## src/rtl/instruction_fetch.sv

```systemverilog
// Fetch-side initiator for a synchronous instruction memory: owns the PC,
// tracks one in-flight read and buffers returned words for decode.
module instruction_fetch #(
    parameter int unsigned       ADDR_W     = 6,
    parameter int unsigned       DATA_W     = 32,
    parameter logic [ADDR_W-1:0] RESET_PC   = '0,
    parameter int unsigned       FIFO_DEPTH = 2
) (
    input  logic              clk,
    input  logic              rst_n,
    input  logic              fetch_en,
    output logic [ADDR_W-1:0] im_addr,
    input  logic [DATA_W-1:0] im_rdata,
    input  logic              redirect_valid,
    input  logic [ADDR_W-1:0] redirect_pc,
    output logic              inst_valid,
    input  logic              inst_ready,
    output logic [DATA_W-1:0] inst,
    output logic [ADDR_W-1:0] inst_pc
);

    localparam int unsigned PTR_W = (FIFO_DEPTH > 1) ? $clog2(FIFO_DEPTH) : 1;
    localparam int unsigned CNT_W = PTR_W + 1;
    localparam int unsigned SUM_W = CNT_W + 1;

    logic [ADDR_W-1:0] pc;
    logic [ADDR_W-1:0] tag;
    logic              inflight;
    logic [PTR_W-1:0]  rd_ptr;
    logic [PTR_W-1:0]  wr_ptr;
    logic [CNT_W-1:0]  count;
    logic [DATA_W-1:0] buf_data [FIFO_DEPTH];
    logic [ADDR_W-1:0] buf_pc   [FIFO_DEPTH];

    logic              pop;
    logic              push;
    logic              issue;
    logic [SUM_W-1:0]  used;
    logic [SUM_W-1:0]  limit;

    // Issue only when the buffer can absorb everything already requested.
    always_comb begin
        pop   = 1'b0;
        push  = 1'b0;
        issue = 1'b0;
        used  = SUM_W'(count) + SUM_W'(inflight);
        limit = SUM_W'(FIFO_DEPTH);
        pop   = inst_valid & inst_ready;
        push  = inflight & ~redirect_valid;
        limit = SUM_W'(FIFO_DEPTH) + SUM_W'(pop);
        issue = fetch_en & ~redirect_valid & (used < limit);
    end

    // PC, in-flight tracking and return buffer; redirect flushes everything.
    always_ff @(posedge clk or negedge rst_n) begin
        if (!rst_n) begin
            pc       <= RESET_PC;
            tag      <= '0;
            inflight <= 1'b0;
            rd_ptr   <= '0;
            wr_ptr   <= '0;
            count    <= '0;
            for (int i = 0; i < int'(FIFO_DEPTH); i++) begin
                buf_data[i] <= '0;
                buf_pc[i]   <= '0;
            end
        end else if (redirect_valid) begin
            pc       <= redirect_pc;
            inflight <= 1'b0;
            rd_ptr   <= '0;
            wr_ptr   <= '0;
            count    <= '0;
        end else begin
            if (issue) begin
                inflight <= 1'b1;
                tag      <= pc;
                pc       <= pc + ADDR_W'(1);
            end else begin
                inflight <= 1'b0;
            end
            if (push) begin
                buf_data[wr_ptr] <= im_rdata;
                buf_pc[wr_ptr]   <= tag;
                wr_ptr           <= wr_ptr + PTR_W'(1);
            end
            if (pop) begin
                rd_ptr <= rd_ptr + PTR_W'(1);
            end
            count <= count + CNT_W'(push) - CNT_W'(pop);
        end
    end

    assign im_addr    = pc;
    assign inst_valid = (count != '0);
    assign inst       = buf_data[rd_ptr];
    assign inst_pc    = buf_pc[rd_ptr];

endmodule
```

## config.mk

```make
export PLATFORM = sky130hd
export DESIGN_NAME = instruction_fetch
export DESIGN_NICKNAME = d
export VERILOG_FILES = /design/src/rtl/instruction_fetch.sv
export SDC_FILE = /design/constraint.sdc
export NUM_CORES = 1
export LEC_CHECK = 0
export BUFFER_PORTS_ARGS = -buffer_cell sky130_fd_sc_hd__buf_2
export CAP_MARGIN = 20
export CORE_UTILIZATION = 41
export CTS_BUF_LIST = sky130_fd_sc_hd__clkbuf_8
export CTS_CLUSTER_DIAMETER = 120
export CTS_CLUSTER_SIZE = 25
export DETAILED_ROUTE_END_ITERATION = 8
export SLEW_MARGIN = 20
export SYNTH_ARGS = -nofsm -noshare
export SYNTH_HDL_FRONTEND = slang
export SYNTH_SLANG_ARGS = --single-unit
```

## constraint.sdc

```tcl
create_clock -name clk -period 2.1 [get_ports clk]
set_input_delay 0.315 -clock clk [delete_from_list [all_inputs] [get_ports clk]]
set_output_delay 0.315 -clock clk [all_outputs]
set_load 0.05 [all_outputs]
```

==> results of run 1 <==
-- power by group through the flow --
stage               combinational [W]  sequential [W]  clock, W
finish                        0.00422         0.00302   0.00119
global placement              0.00422         0.00301         0
floorplan                     0.00344         0.00298         0
detailed placement            0.00425         0.00306         0
global route                  0.00450         0.00314   0.00133
CTS                           0.00427         0.00303   0.00125
-- final timing paths --
kind                                          start                       end  slack, ps  cells after the start
max                              inflight$_DFF_PN0_        tag[0]$_DFFE_PN0P_        150                      5
min                                  redirect_pc[4]    im_addr[4]$_DFFE_PN0P_        180                      3
max reg2reg                      inflight$_DFF_PN0_        tag[0]$_DFFE_PN0P_        150                      5
min reg2reg                buf_data[30]$_DFFE_PN0P_  buf_data[30]$_DFFE_PN0P_        500                      1
max in group asynchronous                     rst_n  buf_data[35]$_DFFE_PN0P_        890                      3
min in group asynchronous                     rst_n  buf_data[26]$_DFFE_PN0P_        520                      2
-- synthesized netlist by cell type, types with 4 or more instances --
cell,number,area [um2]
mux2_2,97,1090
dfrtp_1,93,2330
mux2_4,20,300
nor2_1,8,30.0
ha_1,5,62.6
nand2_1,5,18.8
buf_2,4,20.0
nand3_1,4,20.0
o21ai_0,4,20.0
-- logic make-up (layout without fill, tap and decap cells) --
| kind of cell | Yosys count | count (layout) | share of synthesized area (%) |
|---|---|---|---|
| AO/OA/AOI/OAI | 13 | 13 | 2.28 |
| flip-flops | 93 | 93 | 55.1 |
| XOR/XNOR | 4 | 4 | 0.830 |
| adder cells (fa/ha/maj) | 5 | 5 | 1.48 |
| multiplexers | 120 | 120 | 33.8 |
| buffers and inverters | 17 | 114 | 2.43 |
| AND/OR/NAND/NOR | 31 | 31 | 4.09 |
-- flip-flops by register name (all words and copies together) (netlist names) --
| register | cells |
|---|---|
| wr_ptr | 1 |
| im_addr | 6 |
| rd_ptr | 1 |
| inflight | 1 |
| buf_data | 64 |
| tag | 6 |
| buf_pc | 12 |
| count | 2 |
-- final cells by class --
| class | count | area [um2] |
|---|---|---|
| Sequential cell | 93 | 2330 |
| Multi-Input combinational cell | 173 | 1810 |
| Inverter | 4 | 15.0 |
| Fill cell | 880 | 4810 |
| Clock buffer | 10 | 138 |
| Timing Repair Buffer | 94 | 543 |
| Clock inverter | 6 | 62.6 |
| Tap cell | 133 | 166 |
-- placed cells by master (no fill, tap or decap), drive strengths merged --
cell type    instances
a2bb2oi              1
a311o                1
a31oi                3
and3                 1
and4b                1
buf                 93
bufinv               1
clkbuf              10
clkinv               1
clkinvlp             2
dfrtp               93
dlygate4sd3          1
ha                   5
inv                  6
mux2               120
nand2                6
nand3                4
nand4                3
nor2                 8
nor2b                2
nor3                 1
o211ai               2
o21a                 1
o21ai                5
or2                  1
or2b                 1
or3                  2
or4                  1
xnor2                2
xor2                 2
-- routing by layer --
layer / track usage [%] / wire, um
met1: 20.5 / 3780
met2: 24.8 / 3600
met3: 4.23 / 444
met4: 4.88 / 53
met5: 0 / 0
-- worst reg2reg max path, cell delays in order, from the launching register on --
cell	delay, ps
dfrtp_1	440
ha_1	230
ha_1	300
o21a_4	160
nor3_4	340
mux2_2	380
-- through the flow --
step | instance area (um2) | setup WS [ps] | std cells | power (W)
2_1_floorplan | 4220 | 300 | 283 | 0.00642
3_3_place_gp | 4850 | 159 | 496 | 0.00723
3_5_place_dp | 4850 | 148 | 496 | 0.00731
4_1_cts | 5060 | 129 | 513 | 0.00855
5_1_grt | 5060 | 7.58 | 513 | 0.00896
6_report | 5060 | 147 | 513 | 0.00844
==> impl_metrics.csv, run 1 <==
group,metric,value,unit
status,status,"completed",
power_and_ir_drop,p_sw_share,43.4,%
routing,wl,7880,um
finish,utilization,51.3,%
logic_synthesis,yosysWarnings,0,
clock_network,ctsHoldBuffers,1,
timing,finalHoldViolCount,0,
critical_path,slowest_delay,440,ps
flow_run,maxCapViolations,0,
floorplanning,dieArea,0.0107,mm2
floorplanning,start_util,42.8,%
finish,syn2layout_area_growth,19.8,%
power_and_ir_drop,power_density,1670,mW/mm2
routing,drtIter0Drc,75,
placed_design,io_buffers,87,
clock_network,cts_tree,"built",
critical_path,worstPathArrival,2180,ps
clock_network,cts.repair.resized,0,
power_and_ir_drop,p_comb_share,50.0,%
logic_synthesis,syn_area,0.00422,mm2
global_routing,overflow,0,
global_routing,grt_pass1_vias,2576,
logic_synthesis,syn_nets,331,
routing,ant_nets,0,
routing,drt-vias-per-instance,4.96,
clock_network,clkTransAtPathRegs,90,ps
timing,max_freq,512,MHz
worst_hold_path,worstHoldPathType,"input pin to flop",
critical_path,critPathMaxFanout,9,
routing,wl_per_cell,15.4,um
timing,worst_pin_slew,605,ps
placed_design,post-dp-hpwl,5090,um
power_and_ir_drop,clkPwrFrac,14.2,%
clock_network,h-tree-depth,3,
timing,finalSetupViolations,0,
timing,holdWs,181,ps
timing,finalCriticalPeriod,1950,ps
floorplanning,row_count,36,
global_routing,grt_pass1_wl,12400,um
timing,rsz0062_at_grt,"false",
logic_synthesis,synth_seq_cells,93,
clock_network,clk_path_buf_depth,2,
timing,tns,0,ps
power_and_ir_drop,p_switching,0.00366,W
timing,min_period_over_period,93.0,%
logic_synthesis,synth_edf_count,0,
floorplanning,design.core.area,0.00986,mm2
routing,num_vias,2546,
critical_path,crit_path_end_kind,"flop",
critical_path,crit_chain,"ha_1 > ha_1 > o21a_4 > nor3_4 > mux2_2",
global_routing,antenna_found_initial,0,
clock_network,clock_tree.root_cell,"clkbuf_8",
critical_path,slowest_stage,"dfrtp_1",
critical_path,crit_type,"flop to flop",
timing,finClkSkew,11.3,ps
critical_path,cp-start-kind,"flop",
timing,drv_slew,0,
critical_path,cp_num_buf_inv,0,
critical_path,path_common_cell,"ha_1",
power_and_ir_drop,peakVddDrop,631,uV
routing,drc,0,
placed_design,gp_congestion,0.824,
finish,final_nets,423,
floorplanning,die_y,103,um
critical_path,required,2330,ps
logic_synthesis,async_reset_ff_share,100,%
floorplanning,die_x,103,um
logic_synthesis,syn-instance-count,283,
logic_synthesis,seq_area_frac_synth,55.1,%
routing,firstDrtPassIters,4,
global_routing,grt_util_all_layers,15.5,%
power_and_ir_drop,pwr-share-seq,35.8,%
clock_network,numCtsBuffers,9,
power_and_ir_drop,p_leak,2.39,nW
clock_network,clk_latency,350,ps
logic_synthesis,synth_ff_type,"dfrtp_1",
logic_synthesis,synth.avg_cell_area,14.9,um2
power_and_ir_drop,power.internal,0.00478,W
clock_network,post-cts-setup-buffers,0,
clock_network,cts.sinks,93,
finish,drive_gt1_share,61.6,%
global_routing,grt_max_degree,47,
logic_synthesis,synthDistinctLibCells,33,
floorplanning,io_pins,88,
finish,diodes,0,
critical_path,critPathTopFamily,"adder cells",
timing,slew-limit-headroom,59.7,%
Note: power is estimated with default switching activity, not from simulation.
==> inputs of run 2 (changes only) <==
Settings changed: PLACE_DENSITY from default to 0.65.
Clock period 2.1 ns to 1.7 ns, I/O delays scaled along.
==> impl_metrics.csv, run 2 (synthesis results as in run 1) <==
group,metric,value,unit
status,status,"finished with violations",
status,violations,"setup timing",
routing,firstDrtPassIters,4,
clock_network,h-tree-depth,3,
finish,drive_gt1_share,63.6,%
power_and_ir_drop,peakVddDrop,990,uV
critical_path,required,1440,ps
routing,ant_nets,0,
critical_path,rrSetupSlack,-50,ps
placed_design,dpl_cell_area,0.00500,mm2
routing,num_vias,2633,
floorplanning,die_y,103,um
finish,regMostFlops,"buf_data",
critical_path,worstPathArrival,1510,ps
worst_hold_path,worstHoldPathType,"input pin to flop",
placed_design,gp_congestion,0.817,
global_routing,antenna_found_initial,0,
clock_network,clock_tree.root_cell,"clkbuf_8",
global_routing,grt_max_degree,53,
power_and_ir_drop,power_density,2140,mW/mm2
global_routing,grt_pass1_wl,13100,um
timing,rsz0062_at_grt,"true",
global_routing,grt_util_all_layers,16.3,%
finish,multi_input_area,0.00198,mm2
finish,final_cell_area,0.00562,mm2
floorplanning,start_util,42.8,%
global_routing,grtUsageMet3,3.09,%
finish,syn2layout_area_growth,33.0,%
worst_hold_path,min_to,"im_addr[2]$_DFFE_PN0P_",
placed_design,io_buffers,87,
finish,most-common-layout-cells,"92 x dfrtp_1, 59 x mux2_4, 58 x mux2_2",
clock_network,cts.sinks,93,
clock_network,clk_path_buf_depth,2,
power_and_ir_drop,p_leak,2.68,nW
worst_hold_path,holdPathStages,3,
timing,min_period_over_period,104,%
global_routing,grtUsageMet1,21.3,%
global_routing,use_met2,26.4,%
timing,worst_pin_slew,482,ps
global_routing,overflow,0,
routing,wl_per_cell,16.2,um
clock_network,cts_tree,"built",
routing,drt-vias-per-instance,5.03,
finish,fillers,798,
floorplanning,die_x,103,um
timing,finClkSkew,7.68,ps
finish,largest_reg_flops,64,
finish,reg_top3,"buf_data (64), buf_pc (12)",
floorplanning,row_count,36,
critical_path,rr_worst_depth,6,
routing,drc,0,
timing,slew-limit-headroom,67.5,%
finish,diodes,0,
finish,final_nets,434,
critical_path,cp-start-kind,"flop",
floorplanning,io_pins,88,
finish,register_area,0.00233,mm2
critical_path,crit_path_end_kind,"output pin",
critical_path,crit_type,"flop to output pin",
flow_run,maxCapViolations,0,
critical_path,critPathMaxFanout,21,
timing,max_freq,566,MHz
global_routing,top_usage_layer,"met2",
clock_network,numCtsBuffers,9,
timing,drv_slew,0,
clock_network,clkTransAtPathRegs,90,ps
timing,layout_setup_ws,-66.1,ps
placed_design,post-dp-hpwl,5640,um
worst_hold_path,min-delay-start,"redirect_pc[2]",
global_routing,grt_pass1_vias,2786,
timing,finalCriticalPeriod,1770,ps
floorplanning,design.core.area,0.00986,mm2
clock_network,clk_latency,350,ps
critical_path,r2r_start,"count[0]$_DFF_PN0_",
timing,finalSetupViolations,40,
critical_path,slowest_delay,420,ps
critical_path,slowest_stage,"dfrtp_2",
routing,wl,8460,um
timing,finalHoldViolCount,0,
floorplanning,dieArea,0.0107,mm2
finish,final_common_cell,"dfrtp_1",
placed_design,pre_cts_ws,-35.8,ps
critical_path,crit_chain,"buf_12 > mux2_2 > buf_6",
routing,drtIter0Drc,48,
critical_path,timing.rr.end,"tag[5]$_DFFE_PN0P_",
[run 2: power by group]
group	internal [W]	switching [W]	total, W
clock network	0.000853	0.000726	0.00158
registers	0.00322	0.000592	0.00381
logic	0.00314	0.00349	0.00663
[run 2: stage by stage]
stage	total power [W]	setup TNS [ps]	util (%)	hold slack (ps)	instances
after global routing	0.0127	-3670	56.9	118	523
after CTS	0.0119	-2480	55.8	94.8	522
after global placement	0.00907	-86.5	50.7	167	506
after floorplan	0.00799	-487	-	-40.6	283
final	0.0120	-1020	56.9	121	523
after detailed placement	0.00921	-174	50.7	170	506
[run 2: worst max-delay path by stage]
stage	from	cells past startpoint	end
global placement	inflight$_DFF_PN0_	6	tag[5]$_DFFE_PN0P_
floorplan	count[0]$_DFF_PN0_	5	tag[0]$_DFFE_PN0P_
detailed placement	inflight$_DFF_PN0_	6	tag[1]$_DFFE_PN0P_
finish	rd_ptr$_DFFE_PN0P_	3	inst[25]
global route	count[0]$_DFF_PN0_	6	tag[5]$_DFFE_PN0P_
CTS	rd_ptr$_DFFE_PN0P_	3	inst_pc[0]
[run 2: cell type report]
| type | count | share of cell area [%] |
|---|---|---|
| Clock inverter | 5 | 1.36 |
| Clock buffer | 10 | 2.45 |
| Tap cell | 133 | 2.96 |
| Inverter | 4 | 0.267 |
| Multi-Input combinational cell | 173 | 35.3 |
| Timing Repair Buffer | 105 | 16.2 |
| Sequential cell | 93 | 41.5 |
[run 2: layer usage]
metal / routed length [um] / vias up
met1: 3810 / 1340
met2: 4160 / 64
met4: 110 / 0
met3: 374 / 9
met5: 0 / -
li1: - / 1220
[run 2: what timing repair did]
item	4_1_cts	5_1_grt
hold endpoints to repair	21	0
gates cloned	0	0
buffers inserted	0	1
hold buffers	1	0
endpoints found under the setup margin	45	49
pin swaps	1	4
gates resized for setup	88	26
[run 2: worst max-delay path: cells and delay by family (launching register included)]
family	cells	cell delay [ps]
DFF	1	420
muxes	1	370
buffers and inverters	2	360
